[src/rtl/operand_fetch.sv]
// ID-stage operand fetch: drives register-file reads, bypasses same-cycle writeback,
// tracks in-flight writes per register and hands registered operands to EX.
module operand_fetch #(
    parameter int DW     = 32,
    parameter int AW     = 5,
    parameter int PEND_W = 2
) (
    input  logic          clk,
    input  logic          rst,
    input  logic          id_valid,
    output logic          id_ready,
    input  logic [AW-1:0] id_rs,
    input  logic [AW-1:0] id_rt,
    input  logic          id_use_rs,
    input  logic          id_use_rt,
    input  logic          id_wr,
    input  logic [AW-1:0] id_rd,
    output logic [AW-1:0] rf_addr_A,
    output logic [AW-1:0] rf_addr_B,
    input  logic [DW-1:0] rf_data_A,
    input  logic [DW-1:0] rf_data_B,
    input  logic          wb_valid,
    input  logic [AW-1:0] wb_addr,
    input  logic [DW-1:0] wb_data,
    input  logic          flush,
    output logic          op_valid,
    input  logic          ex_ready,
    output logic [DW-1:0] op_a,
    output logic [DW-1:0] op_b,
    output logic          op_wr,
    output logic [AW-1:0] op_rd,
    output logic          sb_err
);
    localparam int NREG = 2 ** AW;
    localparam logic [PEND_W-1:0] PEND_MAX = '1;

    logic [PEND_W-1:0] pend_q [NREG];
    logic [PEND_W-1:0] pend_d [NREG];
    logic              op_valid_q, op_valid_d;
    logic [DW-1:0]     op_a_q, op_a_d;
    logic [DW-1:0]     op_b_q, op_b_d;
    logic              op_wr_q, op_wr_d;
    logic [AW-1:0]     op_rd_q, op_rd_d;
    logic              sb_err_q, sb_err_d;

    logic              wb_nz, hit_rs, hit_rt, hit_rd;
    logic [PEND_W-1:0] eff_rs, eff_rt;
    logic              haz, accept;
    logic [DW-1:0]     sel_a, sel_b;

    assign rf_addr_A = id_rs;
    assign rf_addr_B = id_rt;

    // Writebacks to register 0 never count as hits.
    assign wb_nz  = wb_valid & (wb_addr != '0);
    assign hit_rs = wb_nz & (wb_addr == id_rs);
    assign hit_rt = wb_nz & (wb_addr == id_rt);
    assign hit_rd = wb_nz & (wb_addr == id_rd);
    assign eff_rs = pend_q[id_rs] - PEND_W'(hit_rs);
    assign eff_rt = pend_q[id_rt] - PEND_W'(hit_rt);

    assign haz = (id_use_rs & (id_rs != '0) & (eff_rs != '0))
               | (id_use_rt & (id_rt != '0) & (eff_rt != '0))
               | (id_wr & (id_rd != '0) & (pend_q[id_rd] == PEND_MAX) & !hit_rd);

    assign id_ready = !haz & (!op_valid_q | ex_ready) & !flush;
    assign accept   = id_valid & id_ready;

    assign sel_a = (id_rs == '0) ? '0 : (hit_rs ? wb_data : rf_data_A);
    assign sel_b = (id_rt == '0) ? '0 : (hit_rt ? wb_data : rf_data_B);

    always_comb begin
        op_valid_d = op_valid_q;
        op_a_d     = op_a_q;
        op_b_d     = op_b_q;
        op_wr_d    = op_wr_q;
        op_rd_d    = op_rd_q;
        if (flush) begin
            op_valid_d = 1'b0;
        end else if (accept) begin
            op_valid_d = 1'b1;
            op_a_d     = sel_a;
            op_b_d     = sel_b;
            op_wr_d    = id_wr;
            op_rd_d    = id_rd;
        end else if (ex_ready) begin
            op_valid_d = 1'b0;
        end
    end

    // Issue, retire and squash terms on the same register sum in one edge.
    always_comb begin
        for (int r = 0; r < NREG; r++) pend_d[r] = '0;
        sb_err_d = sb_err_q | (wb_nz & (pend_q[wb_addr] == '0));
        for (int r = 1; r < NREG; r++) begin
            pend_d[r] = pend_q[r]
                      + PEND_W'(accept & id_wr & (id_rd == AW'(r)))
                      - PEND_W'(wb_nz & (wb_addr == AW'(r)) & (pend_q[r] != '0))
                      - PEND_W'(flush & op_valid_q & op_wr_q & (op_rd_q == AW'(r)));
        end
    end

    always_ff @(posedge clk or negedge rst) begin
        if (!rst) begin
            op_valid_q <= 1'b0;
            op_a_q     <= '0;
            op_b_q     <= '0;
            op_wr_q    <= 1'b0;
            op_rd_q    <= '0;
            sb_err_q   <= 1'b0;
            for (int r = 0; r < NREG; r++) pend_q[r] <= '0;
        end else begin
            op_valid_q <= op_valid_d;
            op_a_q     <= op_a_d;
            op_b_q     <= op_b_d;
            op_wr_q    <= op_wr_d;
            op_rd_q    <= op_rd_d;
            sb_err_q   <= sb_err_d;
            for (int r = 0; r < NREG; r++) pend_q[r] <= pend_d[r];
        end
    end

    assign op_valid = op_valid_q;
    assign op_a     = op_a_q;
    assign op_b     = op_b_q;
    assign op_wr    = op_wr_q;
    assign op_rd    = op_rd_q;
    assign sb_err   = sb_err_q;
endmodule

[config.mk]
export PLATFORM = sky130hd
export DESIGN_NAME = operand_fetch
export DESIGN_NICKNAME = d
export VERILOG_FILES = /design/src/rtl/operand_fetch.sv
export SDC_FILE = /design/constraint.sdc
export NUM_CORES = 1
export LEC_CHECK = 0
export CAP_MARGIN = 20
export CELL_PAD_IN_SITES_DETAIL_PLACEMENT = 1
export CELL_PAD_IN_SITES_GLOBAL_PLACEMENT = 1
export CORE_MARGIN = 4
export CORE_UTILIZATION = 44
export CTS_CLUSTER_SIZE = 14
export DETAILED_ROUTE_END_ITERATION = 8
export PLACE_DENSITY = 0.92
export SYNTH_ARGS = -nofsm -noshare
export SYNTH_HDL_FRONTEND = slang
export SYNTH_SLANG_ARGS = --single-unit
export TNS_END_PERCENT = 50
[constraint.sdc]
create_clock -name clk -period 6.5 [get_ports clk]
set_input_delay 0.975 -clock clk [delete_from_list [all_inputs] [get_ports clk]]
set_output_delay 0.975 -clock clk [all_outputs]
set_load 0.02 [all_outputs]
==> summary.txt <==
Synth
  – Top post-synthesis cells by area: dfrtp_1, mux2i_1, mux4_2
  – Syn_nets: 1,143
  – Yosys reg bits: 134
  – Mapped Cells: 956
  – Top_reg_cell synth: dfrtp_1
  – Synth Area per Inst: 10.47 sq um
  – Top cell type's share of synthesized area: 33.50%
  – EDFF count, synth: 0
  – Synth cell types: 56
  – Asr flop ratio synth: 100.0%
  – Post-synth top area cell: dfrtp_1
  – Yosys warns: 0
  – Mapped Area: 10,010 sq um
  – Post-synthesis sequential area ratio: 33.50%

Clock tree
  – Reg clk slew, reported paths: 0.07 ns
  – # H-tree levels: 4
  – CTS root buf: clkbuf_16
  – Cts hold-fix bufs: 0
  – CTS tree: yes
  – PostCTS Resize Cnt: 0
  – Worst skew pair latency: 0.44 ns
  – Post-CTS Setup Repair Bufs: 0
  – Clock buffer depth: 2
  – CTS Buf Count: 17
  – Clk sinks: 134

Die
  – Row count: 54
  – Starting Density: 45.30%
  – Die ar.: 25,220 sq um
  – DIE WIDTH: 158.8 microns
  – Area of the core: 22,090 sq um
  – Vert. Die Dim: 158.8 microns
  – I/O pins: 208

Setup path
  – Critical Path RT: 5.52 ns
  – Critical path endpoint category: output port
  – Crit path launch: id_rd[1]
  – Kind of critical path: in2out
  – FF-to-FF End: pend_q[47]
  – Register-to-register path setup slack: 2.67 ns
  – Critical path startpoint category: input port
  – Worst r2r src: pend_q[2]
  – CP max FO: 21
  – Crit path DAT: 4.56 ns
  – FF-to-FF path depth: 11

Routing
  – Post-route ant nets: 0
  – Final wirelength: 41,150 microns
  – Mean routed wirelength per cell: 28.92 microns
  – DR vias/cell: 6.394
  – Vias: 9,099
  – 1st-pass router iterations: 7
  – Drt drc: 0
  – DR iter-0 viols: 1,102

Cells and area
  – Fillers: 2,313
  – Final #Nets: 1,315
  – Most frequent cells in the layout: clkdlybuf4s50_1, dfrtp_1, nor2_1, mux2i_1, xnor2_1
  – Fin util: 58.23%
  – Area Growth Syn to Fin: 28.54%
  – Post-route cell area: 12,860 sq um
  – Most common cell after layout, fill and taps aside: clkdlybuf4s50_1
  – Layout cells sized above 1: 10.53%

Power and ir drop
  – P_leak: 5.254 nW
  – Worst VDD drop: 0.0002020 V
  – Power per cell area: 387.3 nW/um^2

STA
  – Tcrit/Tclk final: 85.23%
  – Final setup violation count: 0
  – Final Hold Vio Count: 0
  – Min cycle time layout: 5.540 ns
  – Highest clock rate: 180.5 MHz
  – Slew HR: 25.36%
  – Max Slew Vio Count: 0
  – Setup TNS: 0 ns
  – Fin worst setup slack: 0.9601 ns
  – Measured slew at the worst slew-check pin: 1.116 ns
  – Clock skew: 0.01447 ns
  – RSZ-0062 raised after global routing: false

Place
  – Placed cell area: 12,210 sq um
  – DP HPWL: 29,060 microns
  – GP Congestion: 0.9481
  – Pre-CTS setup slack: 1.129 ns
  – IO Port Bufs: 207

Worst hold path
  – Hold path cells: 1
  – Worst hold start: sb_err
  – Worst hold path type: reg2reg
  – Worst Hold Path EP: sb_err

Global routing
  – Antenna violations before repair: 3
  – Largest net degree at the start of global routing: 103
  – Vias in the first global route: 10.21k
  – Total grt overflow: 0
  – GRT Resource Usage Total: 32.19%
  – First-pass GRT wire length: 62,470 microns

Flow run
  – Max Cap Viol: 0

Outcome
  – Status: finished, final reports clean
[stage by stage]
step,hold slack [ns],std cells,power [mW]
finish,0.4709,1423,4.983
global route,0.4989,1423,5.162
CTS,0.4749,1419,4.927
detailed placement,0.4609,1388,3.780
global placement,0.4578,1388,3.614
floorplan,0.4911,956,2.671
[sequential cells by signal (all words and copies together) (netlist names)]
| register | flops |
|---|---|
| op_a | 32 |
| op_b | 32 |
| sb_err | 1 |
| op_valid | 1 |
| op_rd | 5 |
| pend_q | 62 |
| op_wr | 1 |
[cell usage after synthesis (26+ instances only)]
cell type,instances
xnor2_1,62
nand2_1,52
clkbuf_1,34
mux2i_1,82
mux4_2,34
mux2_2,26
fa_1,31
mux2_1,48
nor2_1,126
dfrtp_1,134
inv_1,48
ha_1,31
[metal layers]
layer	vias up	routed length, microns	GRT usage, %
li1	3682	-	-
met1	4550	14120	36.91
met2	649	20430	55.05
met3	218	3991	8.113
met4	0	2618	18.19
met5	-	0	0
[final cells by class]
type	count	area, sq um	share of cell area, %
antenna	3	7.507	0.05835
clock buffer	18	439.2	3.414
clock inverter	13	193.9	1.507
inverter	48	180.2	1.401
multi-input combinational	703	6120	47.57
sequential	134	3353	26.07
tap	280	350.3	2.723
timing repair buffer	224	2221	17.26
[critical path: stages]
cell and delay [ns]:
clkdlybuf4s50_1 1.21, o21ai_0 0.28, o2111a_1 0.30, o311ai_0 0.64, o211ai_1 0.31, nor3_1 0.21
clkdlybuf4s50_1 0.63
[logic make-up after synthesis]
kind of cell | Yosys count | synth area share (%)
buffers and inverters | 119 | 5.613
adder cells (fa/ha/maj) | 62 | 10.08
flip-flops | 134 | 33.50
AND/OR/NAND/NOR | 316 | 15.61
AO/OA/AOI/OAI | 58 | 4.276
multiplexers | 190 | 24.18
XOR/XNOR | 77 | 6.738
[how the worst max path moves through the flow]
stage	endpoint	cells past startpoint
after floorplan	id_ready	7
after global placement	id_ready	9
after detailed placement	id_ready	8
after CTS	id_ready	7
after global routing	id_ready	7
final	id_ready	7
[report_power, final]
part / switching, mW / internal, mW
registers: 0.606 / 1.22
clock network: 0.422 / 0.657
logic: 1.08 / 1.00
total: 2.11 / 2.88
Note: power is estimated with default switching activity, not from simulation.
